### src/rtl/display_scanner_if.sv
// Digit-scan bus between the count source, the scanner and the downstream
// hex7seg decoder / anode drivers.
interface display_scanner_if;
    logic        en;
    logic [15:0] value;
    logic        neg;
    logic [3:0]  n;
    logic        dash;
    logic [3:0]  an;
    logic        frame_tick;

    modport master (
        output en, value, neg,
        input  n, dash, an, frame_tick
    );

    modport slave (
        input  en, value, neg,
        output n, dash, an, frame_tick
    );
endinterface

### src/rtl/display_scanner.sv
// Time-multiplexes a latched 16-bit count onto a 4-digit common-anode display,
// one digit slot per 2**DIV_W clocks, with optional leading-zero blanking.
module display_scanner #(
    parameter int unsigned DIV_W = 17,
    parameter bit          LZB   = 1'b1
) (
    input logic              clk,
    input logic              rst_n,
    display_scanner_if.slave bus
);
    logic [DIV_W-1:0] div_cnt;
    logic             strobe;
    logic [1:0]       idx;
    logic [15:0]      val_s;
    logic             neg_s;
    logic             frame_tick_q;
    logic [3:0]       an_q;
    logic [3:0]       n_q;
    logic             dash_q;

    logic [3:0]       nib_zero;
    logic             upper_zero;
    logic             is_dash;
    logic             is_blank;
    logic [3:0]       an_d;
    logic [3:0]       n_d;
    logic             dash_d;

    assign strobe = &div_cnt;

    // Snapshot only at the slot-3 -> slot-0 boundary so a frame never mixes values.
    always_ff @(posedge clk or negedge rst_n) begin
        if (!rst_n) begin
            div_cnt      <= '0;
            idx          <= '0;
            val_s        <= '0;
            neg_s        <= 1'b0;
            frame_tick_q <= 1'b0;
        end else begin
            div_cnt      <= div_cnt + DIV_W'(1);
            frame_tick_q <= 1'b0;
            if (strobe) begin
                idx <= idx + 2'd1;
                if (idx == 2'd3) begin
                    val_s        <= bus.value;
                    neg_s        <= bus.neg;
                    frame_tick_q <= 1'b1;
                end
            end
        end
    end

    always_comb begin
        nib_zero = '0;
        for (int unsigned k = 0; k < 4; k++) begin
            nib_zero[k] = (val_s[4*k +: 4] == 4'h0);
        end

        // Nibble 3 only counts toward the zero run when it is not the sign slot.
        case (idx)
            2'd1:    upper_zero = nib_zero[1] & nib_zero[2] & (neg_s | nib_zero[3]);
            2'd2:    upper_zero = nib_zero[2] & (neg_s | nib_zero[3]);
            2'd3:    upper_zero = nib_zero[3];
            default: upper_zero = 1'b0;
        endcase

        is_dash  = neg_s && (idx == 2'd3);
        is_blank = LZB && !is_dash && upper_zero;

        an_d   = ~(4'b0001 << idx);
        n_d    = val_s[{idx, 2'b00} +: 4];
        dash_d = 1'b0;

        if (is_dash) begin
            n_d    = '0;
            dash_d = 1'b1;
        end else if (is_blank) begin
            an_d = '1;
            n_d  = '0;
        end

        if (!bus.en) begin
            an_d = '1;
        end
    end

    always_ff @(posedge clk or negedge rst_n) begin
        if (!rst_n) begin
            an_q   <= '1;
            n_q    <= '0;
            dash_q <= 1'b0;
        end else begin
            an_q   <= an_d;
            n_q    <= n_d;
            dash_q <= dash_d;
        end
    end

    assign bus.an         = an_q;
    assign bus.n          = n_q;
    assign bus.dash       = dash_q;
    assign bus.frame_tick = frame_tick_q;
endmodule

### src/flat_wrapper.sv
// flat-port wrapper written by rule: the top's interface ports become plain ports
module display_scanner_flat 
#(
    parameter int unsigned DIV_W = 17,
    parameter bit          LZB   = 1'b1
)
  (clk, rst_n, bus_en, bus_value, bus_neg, bus_n, bus_dash, bus_an, bus_frame_tick);
  display_scanner_if bus_i ();
  input logic clk;
  input logic rst_n;
  input wire logic [$bits(bus_i.en)-1:0] bus_en;
  input wire logic [$bits(bus_i.value)-1:0] bus_value;
  input wire logic [$bits(bus_i.neg)-1:0] bus_neg;
  output wire logic [$bits(bus_i.n)-1:0] bus_n;
  output wire logic [$bits(bus_i.dash)-1:0] bus_dash;
  output wire logic [$bits(bus_i.an)-1:0] bus_an;
  output wire logic [$bits(bus_i.frame_tick)-1:0] bus_frame_tick;
  assign bus_i.en = bus_en;
  assign bus_i.value = bus_value;
  assign bus_i.neg = bus_neg;
  assign bus_n = bus_i.n;
  assign bus_dash = bus_i.dash;
  assign bus_an = bus_i.an;
  assign bus_frame_tick = bus_i.frame_tick;
  display_scanner #(.DIV_W(DIV_W), .LZB(LZB)) u_core (.clk(clk), .rst_n(rst_n), .bus(bus_i));
endmodule
### config.mk
export PLATFORM = sky130hd
export DESIGN_NAME = display_scanner_flat
export DESIGN_NICKNAME = d
export VERILOG_FILES = /design/src/rtl/display_scanner_if.sv /design/src/rtl/display_scanner.sv /design/src/flat_wrapper.sv
export SDC_FILE = /design/constraint.sdc
export NUM_CORES = 1
export LEC_CHECK = 0
export BUFFER_PORTS_ARGS = -buffer_cell sky130_fd_sc_hd__buf_2
export CAP_MARGIN = 20
export CORE_MARGIN = 3
export CORE_UTILIZATION = 60
export DETAILED_ROUTE_END_ITERATION = 10
export PLACE_DENSITY = 0.83
export SLEW_MARGIN = 10
export SYNTH_ARGS = -nofsm -noshare
export SYNTH_HDL_FRONTEND = slang
export SYNTH_SLANG_ARGS = --single-unit
### constraint.sdc
create_clock -name clk -period 3.05 [get_ports clk]
set_input_delay 0.4575 -clock clk [delete_from_list [all_inputs] [get_ports clk]]
set_output_delay 0.4575 -clock clk [all_outputs]
set_load 0.05 [all_outputs]
Word-level counts from Yosys, hierarchy flattened
Cells that the tools add are included.

Flip-flop bits (word level): 46. Input port bits: 20. Output and inout bits: 10. Logic and storage cells: 37.

Add/subtract/negate cells: 2. Equality and inequality tests: 3. Shifts and indexed selects: 2. Muxes and demuxes: 9. Bitwise logic cells: 5. Reduce and logical (&&, ||, !) cells: 8.

Operators with widths (number): $mux 4 (5); $reduce_and 18->1 (1); $add 17x1->17 const B (1); $reduce_and 17->1 (1); $shiftx 16x5->4 (1); $logic_not 4->1 (3); $eq 2x2->1 const B (2); $not 4->4 (1); $shl 1x2->4 const A (1); $and 1x1->1 (3); $mux 1 (3); $pmux 1 s3 (1); $add 2x1->2 const B (1); $eq 2x1->1 const B (1); $logic_and 1x1->1 (2); $logic_not 1->1 (1); $or 1x1->1 (1).

Longest topological paths before layout
Word-level depth: 8. Gate-level depth with buffers: 7. Mapped depth without buffers: 7.

Least setup slack after synthesis
OpenSTA, ideal clock, no wires.

Path kind: register to register. Start point: reg u_core.idx[0]. End point: reg u_core.n_q[0] (netlist: u_core.bus.n[0]). Setup time: 73 ps. Arrival time: 1562 ps. Data required time: 2977 ps. Path slack: 1416 ps. Stages on the path, launching flop included: 7. Path buffers: 1. Period minus slack after synthesis: 1634 ps. Cell sequence: dfrtp_1 -> clkbuf_1 -> inv_1 -> ha_1 -> o2111a_1 -> o22a_1 -> nor2b_1.

Word-level cells in the longest chain between the ends: 6. Elaborated cells between the ends (all ways): 10. Classes of those cells: eq/ne: 3; shift: 1; mux: 3; reduce/logical: 3.

RTL lines: start: declaration (line display_scanner.sv:13) `logic [1:0] idx;`; start signal: assignment (line display_scanner.sv:43) `idx <= idx + 2'd1;`; parallel branches: the longest is 5 deep, another holds $shiftx 16x5->4; $mux 4 * (line display_scanner.sv:74) `if (is_dash) begin`; via u_core.n_d[0] (line display_scanner.sv:26) `logic [3:0] n_d;`; end signal: assignment (line display_scanner.sv:94) `n_q <= n_d;`; end: declaration (line display_scanner.sv:18) `logic [3:0] n_q;`.

Mark *: on every way through the listed nets, which the timed path passes. A chain may end at the register's enable or synchronous reset.

Final worst setup path
Start point: reg u_core.idx[0]. End point: reg u_core.val_s[11].

Word-level cells in the longest chain between the ends: 2.

RTL lines: $eq 2x2->1 (line display_scanner.sv:44) `if (idx == 2'd3) begin`; $reduce_and 18->1 (no line); end signal: assignment (line display_scanner.sv:45) `val_s <= bus.value;`; end: declaration (line display_scanner.sv:14) `logic [15:0] val_s;`.

Every way passes these cells.

==> results.sh <==
export IMPL_dp_hpwl_um=2620
export IMPL_grt_use_total=0.197
export IMPL_timing_final_crit_share=0.622
export IMPL_drv_cap=0
export IMPL_yosys_area_share_simple=0.117
export IMPL_dieArea_sq_um=4120
export IMPL_ys_seq_elements=46
export IMPL_wirelength_um=3440
export IMPL_worst_path_max_delay_cell="dfrtp_1"
export IMPL_antenna_diode_count=0
export IMPL_clkSinkCount=46
export IMPL_dp_cells=213
export IMPL_clockBufferDepth=2
export IMPL_finalPower_mw=1.05
export IMPL_tightestPinTransition_ps=943
export IMPL_fin_setup_tns_ps=0
export IMPL_io_buffer_count=29
export IMPL_synth_compound_area_frac=0.0252
export IMPL_grt_pass1_wl_um=6060
export IMPL_ir_worst_vdd_mv=0.319
export IMPL_cts_root_buf="clkbuf_4"
export IMPL_min_period_ps=1900
export IMPL_syn_inst=143
export IMPL_final_setup_viol_count=0
export IMPL_numCtsBuffers=5
export IMPL_nets=203
export IMPL_synth_adder_area_share=0.0431
export IMPL_finClkSkew_ps=5.08
export IMPL_antenna_left=0
export IMPL_vias_per_cell=5.49
export IMPL_relSlewSlack=0.372
export IMPL_initial_core_util=0.644
export IMPL_drive_gt1_frac=0.373
export IMPL_hold_viol_final=0
export IMPL_ys_seq_area_frac=0.569
export IMPL_cts_clk_slew_worst_paths_ps=120
export IMPL_worst_setup_path_start_kind="register"
export IMPL_final_cell_mix="dfrtp_1, buf_2, mux2_4"
export IMPL_power_density_nw_per_um2=459
export IMPL_rows=20
export IMPL_required_ps=3310
export IMPL_place_ws_ps=1150
export IMPL_finalMaxSlewViolations=0
export IMPL_drc_errors=0
export IMPL_grt_pass1_vias=1298
export IMPL_end_kind="register"
export IMPL_layout_cells_most_common="dfrtp_1"
export IMPL_synth_warnings=0
export IMPL_synth_fp_nets=170
export IMPL_placed_cell_area_sq_um=2210
export IMPL_critPathKind="register to register"
export IMPL_path_cells="ha_1, nand4_4, mux2_4"
export IMPL_p_leak_nw=1.19
export IMPL_cts_resized=0
export IMPL_ioPinCount=30
export IMPL_post_route_util=0.726
export IMPL_syn_avg_cell_area_sq_um=14.2
export IMPL_setup_slack_ps=1150
export IMPL_core_sq_um=3150
export IMPL_antenna_found_initial=0
export IMPL_place_congestion=0.875
export IMPL_ys_types=33
export IMPL_hp_class="primary input to asynchronous set/reset pin"
export IMPL_fp_dieW_um=64.2
export IMPL_synth_area_sq_um=2030
export IMPL_status="completed"
export IMPL_arrival_ps=2150
export IMPL_clk_latency_ps=360
export IMPL_h_tree_depth=2
export IMPL_synth_area_mux_share=0.162
export IMPL_firstDrtPassIters=4
export IMPL_synthXorXnorAreaFrac=0.0647
export IMPL_hold_ws_ps=226
export IMPL_postLayoutCellArea_sq_um=2290
export IMPL_stdcell_count=221
export IMPL_die_h_um=64.2
export IMPL_wl_per_cell_um=15.5
export IMPL_overflow=0
export IMPL_fmax_mhz=528
export IMPL_drt_initial_drc_count=9
export IMPL_slowest_delay_ps=600
export IMPL_holdBufCountCts=0
export IMPL_rsz0062_at_grt="no"
export IMPL_synthToLayoutAreaGrowth_pct=12.7
export IMPL_cts_tree="yes"
export IMPL_postCtsSetupBuffers=0
export IMPL_vias=1214
export IMPL_path_max_fanout=17
export IMPL_grt_max_degree=47
export IMPL_synth_top_family_by_area="multiplexers"
-- path summary, 6_finish.rpt --
path	start	to	slack, ps	cells past startpoint
max	u_core.idx[0]$_DFFE_PN0P_	u_core.val_s[11]$_DFFE_PN0P_	1150	3
min	rst_n	u_core.bus.n[0]$_DFF_PN0_	230	1
max reg2reg	u_core.idx[0]$_DFFE_PN0P_	u_core.val_s[11]$_DFFE_PN0P_	1150	3
min reg2reg	u_core.div_cnt[6]$_DFF_PN0_	u_core.div_cnt[6]$_DFF_PN0_	480	1
max in group asynchronous	rst_n	u_core.div_cnt[9]$_DFF_PN0_	2240	1
min in group clk	bus_en	u_core.bus.an[0]$_DFF_PN1_	240	2
-- flip-flops by register name, indices dropped and copies added, names as in the netlist --
register	count
u_core.div_cnt	17
u_core.val_s	16
u_core.bus.an	4
u_core.bus.n	4
u_core.idx	2
u_core.bus.dash	1
u_core.bus.frame_tick	1
u_core.neg_s	1
-- power by group --
group          switching, mW  internal (mW)  total [mW]
logic                 0.0340         0.0288      0.0628
clock network          0.184          0.170       0.354
registers             0.0103          0.625       0.636
-- routing by layer --
layer | up-vias | track usage | part of all wire
met4 | 0 | 0.0686 | 0.017
met3 | 7 | 0.0650 | 0.048
met2 | 37 | 0.326 | 0.50
met5 | - | 0 | 0
li1 | 573 | - | -
met1 | 597 | 0.242 | 0.44
-- cell usage after synthesis, drive strengths merged --
| library cell | count | share of area |
|---|---|---|
| a21oi | 1 | 0.0025 |
| a31oi | 1 | 0.0031 |
| and2 | 2 | 0.0062 |
| and3 | 4 | 0.012 |
| and4 | 1 | 0.0043 |
| buf | 2 | 0.0080 |
| clkbuf | 1 | 0.0018 |
| dfrtp | 42 | 0.52 |
| dfstp | 4 | 0.052 |
| ha | 7 | 0.043 |
| inv | 5 | 0.0092 |
| mux2 | 17 | 0.11 |
| mux2i | 1 | 0.0049 |
| mux4 | 4 | 0.044 |
| nand2 | 5 | 0.0092 |
| nand3 | 8 | 0.020 |
| nand4 | 4 | 0.023 |
| nor2 | 5 | 0.0092 |
| nor2b | 4 | 0.012 |
| nor3 | 1 | 0.0080 |
| nor4 | 2 | 0.0062 |
| o2111a | 1 | 0.0055 |
| o211ai | 2 | 0.0074 |
| o21ai | 1 | 0.0025 |
| o22a | 1 | 0.0043 |
| or2 | 1 | 0.0031 |
| or4 | 1 | 0.0037 |
| xnor2 | 8 | 0.034 |
| xor2 | 7 | 0.030 |
-- critical path: cells and delay by family (launching register included) --
| kind | cells | cell delay [ps] |
|---|---|---|
| mux | 1 | 410 |
| simple gates | 1 | 370 |
| fa+ha+maj | 1 | 410 |
| flops | 1 | 600 |
-- cell families after synthesis --
logic type                 count (synthesis)
AOI/OAI and AO/OA                          7
xor gates and xnor gates                  15
adders and majority gates                  7
buffers and inverters                      8
DFF                                       46
muxes                                     22
and+or+nand+nor                           38
-- area by class of cell --
class	count	area, sq um
clock buffers	5	37.5
clock inverters	3	40.0
fillers	217	863
inverters	5	18.8
multi-input cells	89	837
flip-flops and latches	46	1160
well taps	44	55.1
repair buffers	29	145
No activity file was read; power rests on OpenSTA's default activity.
